===== src/rtl/pc_epc_unit.sv =====
// pc_epc_unit: architectural PC / EPC / cause registers with branch qualification
// and a short exception FSM that fetches the handler address byte from a vector.
module pc_epc_unit #(
    parameter int          MEM_LAT    = 1,
    parameter logic [31:0] VEC_OPCODE = 32'd253,
    parameter logic [31:0] VEC_OVF    = 32'd254,
    parameter logic [31:0] VEC_DIV0   = 32'd255
) (
    input  logic        clk,
    input  logic        reset,
    input  logic [31:0] pc_next,
    input  logic        pc_write,
    input  logic        pc_write_cond,
    input  logic [1:0]  branch_op,
    input  logic        alu_zero,
    input  logic        alu_gt,
    input  logic        exc_opcode,
    input  logic        exc_ovf,
    input  logic        exc_div0,
    input  logic [7:0]  exc_mem_byte,
    output logic [31:0] pc_out,
    output logic [31:0] epc_out,
    output logic [1:0]  cause_out,
    output logic        exc_busy,
    output logic        exc_mem_rd,
    output logic [31:0] exc_mem_addr
);
    localparam logic [1:0] IDLE = 2'd0, SAVE = 2'd1, FETCH = 2'd2, LOAD = 2'd3;

    logic [1:0]  state_q, state_d, cnt_q, cnt_d, cause_q, cause_d, exc_cause;
    logic [31:0] pc_q, pc_d, epc_q, epc_d, vec;
    logic        cond, take, any_exc, last;

    always_comb begin
        cond = branch_op == 2'b00 ? alu_zero :
               branch_op == 2'b01 ? ~alu_zero :
               branch_op == 2'b10 ? (alu_zero | ~alu_gt) : (alu_gt & ~alu_zero);
        take = pc_write | (pc_write_cond & cond);
        any_exc = exc_opcode | exc_ovf | exc_div0;
        // div0 outranks overflow, which outranks invalid opcode
        exc_cause = exc_div0 ? 2'b11 : exc_ovf ? 2'b10 : 2'b01;
        last = cnt_q == 2'(MEM_LAT - 1);
        state_d = state_q;
        cnt_d = cnt_q;
        pc_d = pc_q;
        epc_d = epc_q;
        cause_d = cause_q;
        case (state_q)
            IDLE: begin
                if (any_exc) begin
                    state_d = SAVE;
                    cause_d = exc_cause;
                end else if (take) begin
                    pc_d = pc_next;
                end
            end
            SAVE: begin
                epc_d = pc_q - 32'd4;
                state_d = FETCH;
            end
            FETCH: begin
                cnt_d = last ? 2'd0 : cnt_q + 2'd1;
                state_d = last ? LOAD : FETCH;
            end
            default: begin
                pc_d = {24'b0, exc_mem_byte};
                state_d = IDLE;
            end
        endcase
    end

    always_ff @(posedge clk) begin
        if (!reset) begin
            state_q <= IDLE;
            cnt_q <= '0;
            pc_q <= '0;
            epc_q <= '0;
            cause_q <= '0;
        end else begin
            state_q <= state_d;
            cnt_q <= cnt_d;
            pc_q <= pc_d;
            epc_q <= epc_d;
            cause_q <= cause_d;
        end
    end

    always_comb begin
        vec = cause_q == 2'b11 ? VEC_DIV0 : cause_q == 2'b10 ? VEC_OVF : VEC_OPCODE;
        exc_busy = state_q != IDLE;
        exc_mem_rd = state_q == FETCH;
        exc_mem_addr = exc_mem_rd ? vec : 32'd0;
        pc_out = pc_q;
        epc_out = epc_q;
        cause_out = cause_q;
    end
endmodule


===== config.mk =====
export PLATFORM = sky130hd
export DESIGN_NAME = pc_epc_unit
export DESIGN_NICKNAME = d
export VERILOG_FILES = /design/src/rtl/pc_epc_unit.sv
export SDC_FILE = /design/constraint.sdc
export NUM_CORES = 1
export LEC_CHECK = 0
export CAP_MARGIN = 20
export CORE_ASPECT_RATIO = 0.6
export CORE_UTILIZATION = 40
export DETAILED_ROUTE_END_ITERATION = 8
export GPL_TIMING_DRIVEN = 1
export PLACE_DENSITY = 0.75
export RECOVER_POWER = 25
export SLEW_MARGIN = 5
export SYNTH_ARGS = -nofsm -noshare
export SYNTH_HDL_FRONTEND = slang
export SYNTH_SLANG_ARGS = --single-unit
export TNS_END_PERCENT = 50

===== constraint.sdc =====
create_clock -name clk -period 4.57 [get_ports clk]
set_input_delay 0.457 -clock clk [delete_from_list [all_inputs] [get_ports clk]]
set_output_delay 0.457 -clock clk [all_outputs]
set_load 0.1 [all_outputs]

# == Word-level counts from Yosys, hierarchy flattened ==
# Index checks and enable logic that the tools add are counted.
# op_classes
n_addsub,2
n_eq_ne,9
mux,15
bitwise_logic,9
reduce_logical,7
# op_table
op,count
32-bit two-way mux,2
32-bit one-hot mux with 2 select lines,1
"32-bit by 3-bit subtractor with 32-bit output, second input constant",1
2-bit two-way mux,6
"2-bit equality test, second input constant",4
8-bit two-way mux,1
2-bit logical NOT,3
"2-bit inequality test, second input constant",3
2-bit one-hot mux with 3 select lines,1
"2-bit by 1-bit equality test with 1-bit output, second input constant",2
1-bit two-way mux,4
1-bit bitwise OR,4
1-bit inverter,3
3-bit AND reduction,1
"2-bit by 1-bit adder with 2-bit output, second input constant",1
1-bit bitwise AND,2
2-bit AND reduction,1
2-bit nonzero test,1
2-bit OR reduction,1
# totals
ff_bits,70
inputBits,51
output_inout_bits,100
elab_cells,47

# == Longest topological paths before layout ==
# Gate-level depths: netlist of run 1.
# depth
depth_word,10
depth_mapped,9

# == Worst setup path before layout of run 1 ==
# OpenSTA, ideal clock, no wires.
# synth_path
kind,register -> output
start,register state_q[0]
end,output exc_mem_addr[0]
t_arrival_ps,3670
t_required_ps,4113
slack_ps,443
path_stages_with_launch,4
path_cell_list,dfxtp_1 -> inv_1 -> ha_1 -> a21boi_0
# synth_between
elab_chain_len,2
# synth_lines
element,line,source
start: declaration,30,"logic [1:0] state_q, state_d, cnt_q, cnt_d, cause_q, cause_d, exc_cause;"
start signal: assignment,80,state_q <= state_d;
2-bit equality test,91,exc_mem_rd = state_q == FETCH;
named net exc_mem_rd,25,"output logic exc_mem_rd,"
8-bit two-way mux,92,exc_mem_addr = exc_mem_rd ? vec : 32'd0;
end: declaration,26,output logic [31:0] exc_mem_addr
# The timed path passes the listed nets, and every way through them passes these cells.

# == Final worst setup path of run 1 ==
# layout_path
start,register state_q[0]
end,register pc_q[15] (netlist: pc_out[15])
# layout_between
elab_chain_len,4
word_cells_on_any_way,9
# layout_lines
element,line,source
2-bit equality test or 2-bit by 1-bit equality test with 1-bit output (tied branches),48,case (state_q)
2-bit OR reduction (no line),--,
1-bit inverter (no line),--,
3-bit AND reduction (no line),--,
end signal: assignment,82,pc_q <= pc_d;
end: declaration,31,"logic [31:0] pc_q, pc_d, epc_q, epc_d, vec;"
# Parallel ways exist; a longest one is shown, timed or not.
# A chain may end at the register's enable or synchronous reset.

==> reports/qor.yml, run 1 <==
crit_buf_inv: 2
synth-seq-cells: 70
slew_headroom_pct: 27.1
first_pass_iters: 5
cts_made_buffers: 9
dpl.hpwl_mm: 8.00
dieHeight_um: 76.6
h-tree-depth: 3
post_cts_buffers: 0
grt_usage_pct: 22.4
setup_violations: 0
synth_largest_area_cell: "dfxtp_1"
final_hold_viol_count: 0
grt_max_degree: 63
crit_family: "compound AO/OA/AOI/OAI gates"
avgViaCountPerCell: 5.50
synth.area.top_cells: "dfxtp_1 38%, buf_4 6.1%, o21ai_0 4.7%"
grt_pass1_wl_mm: 17.2
synth_common_cells: "70 x dfxtp_1, 35 x o21ai_0, 34 x inv_1, 31 x clkbuf_1, 30 x buf_4"
crit_required_ns: 4.73
gr-max-usage-layer: "met2"
root_buffer: "clkbuf_16"
drc: 0
drtIter0Drc: 272
clk_latency_ns: 0.33
syn-cell-area_um2: 3710
antenna_found_initial: 0
die_area_um2: 9690
synthArstFlopShare_pct: 0
drv_slew: 0
synthCells: 457
wl_per_cell_um: 16.0
area_delta_synth_final_pct: 38.6
fin_tns_setup_ns: 0
grt-ovfl-total: 0
clock_path_buffers: 2
core-area_um2: 8750
status: "finished clean"
synth_flop_cell: "dfxtp_1"
avgSynthCellArea_um2: 8.13
start_util_pct: 42.4
ios: 151
tritoncts: "yes"
route.vias.total: 3700
cts_hold_buf: 0
cp.arrival_ns: 3.17
ys_types: 46
yosysMostFrequentCell: "dfxtp_1"
min_path_type: "reg2reg"
place_congestion: 0.828
wl_mm: 10.7
rows: 26
start_kind: "register"
drive_gt1_share_pct: 4.81
layout_min_cycle_time_ns: 3.02
numClockSinks: 70
grt_util_met3_pct: 6.18
synth_edf_count: 0
seq_area_frac_synth_pct: 37.7
grtUsageMet2_pct: 34.8
final.period_utilization_pct: 66.0
clock.fmax_ghz: 0.332
rsz0062_at_grt: "no"
die_x_um: 126
cpMaxStageDelayCell: "o31a_1"
io_buffers: 126
cts.clk_slew.worst_paths_ns: 0.05
yosysTopAreaCellShare_pct: 37.7
grt_pass1_vias: 3323
cts_resized: 0
antenna_cells: 0
crit_path_max_incr_delay_ns: 0.84
r2r_slack_ns: 1.55
critPathCaptureType: "register"
ant_nets: 0
ys_warn_count: 0
path_class: "reg2reg"
path_cells: "inv_1 > ha_1 > o31ai_1 > buf_4 > and2_0 > o31a_1 > o22ai_1"
path_max_fanout: 24
fin_nets: 615
grt_use_met1_pct: 30.6
worst_pin_slew_ns: 1.09
skew_ns: 0.00708
maxCapViolations: 0
## layer usage
metal | share of wire, % | vias to the layer above
li1 | - | 1815
met1 | 48 | 1745
met2 | 45 | 136
met3 | 6.4 | 4
met4 | 0.42 | 0
met5 | 0 | -
## layout make-up
type,count,area (um^2)
flip-flops and latches,70,1400
well taps,112,140
fillers,766,3600
repair buffers,131,1310
clock inverters,5,27.5
multi-input cells,311,1920
inverters,34,128
clock buffers,10,229
## sequential cells by signal, indices dropped and copies added (netlist names)
| register | flops |
|---|---|
| cause_out | 2 |
| cnt_q | 2 |
| epc_out | 32 |
| state_q | 2 |
| pc_out | 32 |
## placed cells by master, fill, tap and decap left out, drive strengths merged, types with 3 or more instances in the layout
cell and count:
conb 24, nand4 13, xor2 4, nor4 21, mux2i 13, a31oi 14
o22ai 24, nor3 6, nor2 18, a311oi 3, clkbuf 11, o31ai 15
dfxtp 70, a21oi 18, clkinv 4, nand3 10, a211oi 5, o21ai 36
buf 4, inv 34, dlygate4sd3 16, xnor2 5, clkdlybuf4s50 110, or4 16
nor2b 4, or3 8, ha 7, nand2 29
## worst reg2reg max path, cell delays in order (launching register included)
cell and delay [ns]:
dfxtp_1 0.38, inv_1 0.08, ha_1 0.47, o31ai_1 0.19, buf_4 0.26, and2_0 0.39, o31a_1 0.84, o22ai_1 0.23
## worst paths after layout
check                     startpoint                      end  cells past startpoint
min reg2reg  epc_out[3]$_SDFFE_PN0N_  epc_out[3]$_SDFFE_PN0N_                      2
min          epc_out[3]$_SDFFE_PN0N_  epc_out[3]$_SDFFE_PN0N_                      2
max reg2reg  state_q[0]$_SDFFE_PN0P_  pc_out[15]$_SDFFE_PN0P_                      7
max          state_q[0]$_SDFFE_PN0P_  pc_out[15]$_SDFFE_PN0P_                      7
## cells by family (layout without fill, tap and decap cells)
kind of cell | Yosys count | count (layout) | synth area share, %
and+or+nand+nor | 135 | 135 | 20.7
AOI/OAI and AO/OA | 123 | 123 | 20.2
DFF | 70 | 70 | 37.7
adders and majority gates | 7 | 7 | 2.36
xor gates and xnor gates | 9 | 9 | 2.12
muxes | 13 | 13 | 3.50
other | 1 | 24 | 0.101
buffers and inverters | 99 | 180 | 13.3
## stage by stage
stage               std cells  hold WS (ns)  setup WS, ns  instance area, um^2  util, %
finish                    673         0.490          1.55                 5150     58.8
global route              673         0.512          1.35                 5150     58.8
CTS                       672         0.488          1.53                 5140     58.7
detailed placement        657         0.484          1.55                 4880     55.8
global placement          657         0.470          1.64                 4880     55.8
floorplan                 480         0.460         0.443                 3800        -
Power of run 1 is left out: the tool's default activity adds up to more than one toggle a clock period on the data nets, which glitch-free logic cannot reach.
==> run 2: changes to the inputs <==
--- a/config.mk
+++ b/config.mk
@@ -7,10 +7,10 @@
 export LEC_CHECK = 0
 export CAP_MARGIN = 20
 export CORE_ASPECT_RATIO = 0.6
-export CORE_UTILIZATION = 40
+export CORE_UTILIZATION = 39
 export DETAILED_ROUTE_END_ITERATION = 8
 export GPL_TIMING_DRIVEN = 1
-export PLACE_DENSITY = 0.75
+export PLACE_DENSITY = 0.76
 export RECOVER_POWER = 25
 export SLEW_MARGIN = 5
 export SYNTH_ARGS = -nofsm -noshare
==> constraint.sdc (replaced) <==
create_clock -name clk -period 2.6 [get_ports clk]
set_input_delay 0.26 -clock clk [delete_from_list [all_inputs] [get_ports clk]]
set_output_delay 0.26 -clock clk [all_outputs]
set_load 0.1 [all_outputs]
==> reports/qor.yml, run 2 (synthesis results as in run 1) <==
rsz0062_at_grt: "no"
fin_nets: 626
start_util_pct: 40.3
area_delta_synth_final_pct: 34.3
core-area_um2: 9220
cts.clk_slew.worst_paths_ns: 0.06
holdPathStages: 3
die_area_um2: 9930
ant_nets: 0
place_ws_ns: 0.109
cts_hold_buf: 0
grt-ovfl-total: 0
route.vias.total: 3741
root_buffer: "clkbuf_16"
critPathCaptureType: "register"
maxCapViolations: 0
crit_path_max_incr_delay_ns: 0.62
clock_path_buffers: 2
cp.arrival_ns: 2.61
dpl.hpwl_mm: 7.63
wl_mm: 10.5
cpMaxStageDelayCell: "or4_1"
grt_max_degree: 47
grt_pass1_vias: 3297
worst_pin_slew_ns: 1.22
io_buffers: 126
cts_made_buffers: 9
h-tree-depth: 3
worst_path_most_repeated_cell: "or4_1"
status: "finished clean"
final_hold_viol_count: 0
numClockSinks: 70
drive_gt1_share_pct: 15.2
start_kind: "register"
worst_slack_ns: 0.251
clock.fmax_ghz: 0.426
grt_usage_pct: 21.3
layout_min_cycle_time_ns: 2.35
crit_required_ns: 2.86
die_x_um: 128
rows: 27
avgViaCountPerCell: 5.32
post_cts_buffers: 0
min_path_type: "in2reg"
grt_pass1_wl_mm: 16.6
path_cells: "or4_1 > or4_1 > or4_1 > a31oi_1"
drv_slew: 0
place_congestion: 0.882
wl_per_cell_um: 14.9
clk_latency_ns: 0.34
cts_resized: 0
tritoncts: "yes"
drtIter0Drc: 283
slew_headroom_pct: 19.0
path_max_fanout: 10
dieHeight_um: 77.6
layout_commonest_cell: "dfxtp_1"
first_pass_iters: 5
fin_tns_setup_ns: 0
path_class: "reg2reg"
final_cell_mix: "68 x dfxtp_1, 56 x buf_4, 50 x clkdlybuf4s50_1"
skew_ns: 0.00815
ios: 151
final.period_utilization_pct: 90.4
worstRegToRegCells: 4
drc: 0
antenna_found_initial: 0
antenna_cells: 0
setup_violations: 0
## run 2: worst max-delay path, delay by kind of cell, from the launching register on
| kind | cells | cell delay [ns] |
|---|---|---|
| AND/OR/NAND/NOR | 3 | 1.73 |
| flip-flops | 1 | 0.38 |
| AO/OA/AOI/OAI | 1 | 0.17 |
## run 2: layout make-up
cell class | instances | area (um^2)
flip-flops and latches | 70 | 1400
repair buffers | 142 | 1070
clock inverters | 6 | 46.3
fillers | 891 | 4230
inverters | 34 | 128
clock buffers | 10 | 239
multi-input cells | 311 | 1940
well taps | 130 | 163
## run 2: per-layer routing
| layer | track usage, % | vias to the layer above | routed length, um |
|---|---|---|---|
| met4 | 5.41 | 0 | 100 |
| li1 | - | 1845 | - |
| met2 | 31.0 | 145 | 4410 |
| met5 | 0 | - | 0 |
| met1 | 30.1 | 1740 | 5150 |
| met3 | 6.62 | 11 | 824 |
## run 2: per-stage QoR
step           hold slack, ns  instances  utilization [%]  cell area (um^2)
5_1_grt                 0.506        703             54.1              4990
4_1_cts                 0.482        703             55.5              5120
6_report                0.488        703             54.1              4990
2_1_floorplan           0.405        480                -              3820
3_3_place_gp            0.473        687             52.4              4830
3_5_place_dp            0.485        687             52.4              4830
## run 2: final timing paths
check / startpoint / slack (ns) / end
worst max-delay path: pc_out[20]$_SDFFE_PN0P_ / 0.25 / epc_out[28]$_SDFFE_PN0N_
worst min-delay path: pc_next[21] / 0.49 / pc_out[21]$_SDFFE_PN0P_
worst max register to register: pc_out[20]$_SDFFE_PN0P_ / 0.25 / epc_out[28]$_SDFFE_PN0N_
worst min register to register: pc_out[31]$_SDFFE_PN0P_ / 0.49 / pc_out[31]$_SDFFE_PN0P_
Power of run 2 is left out for the same reason.
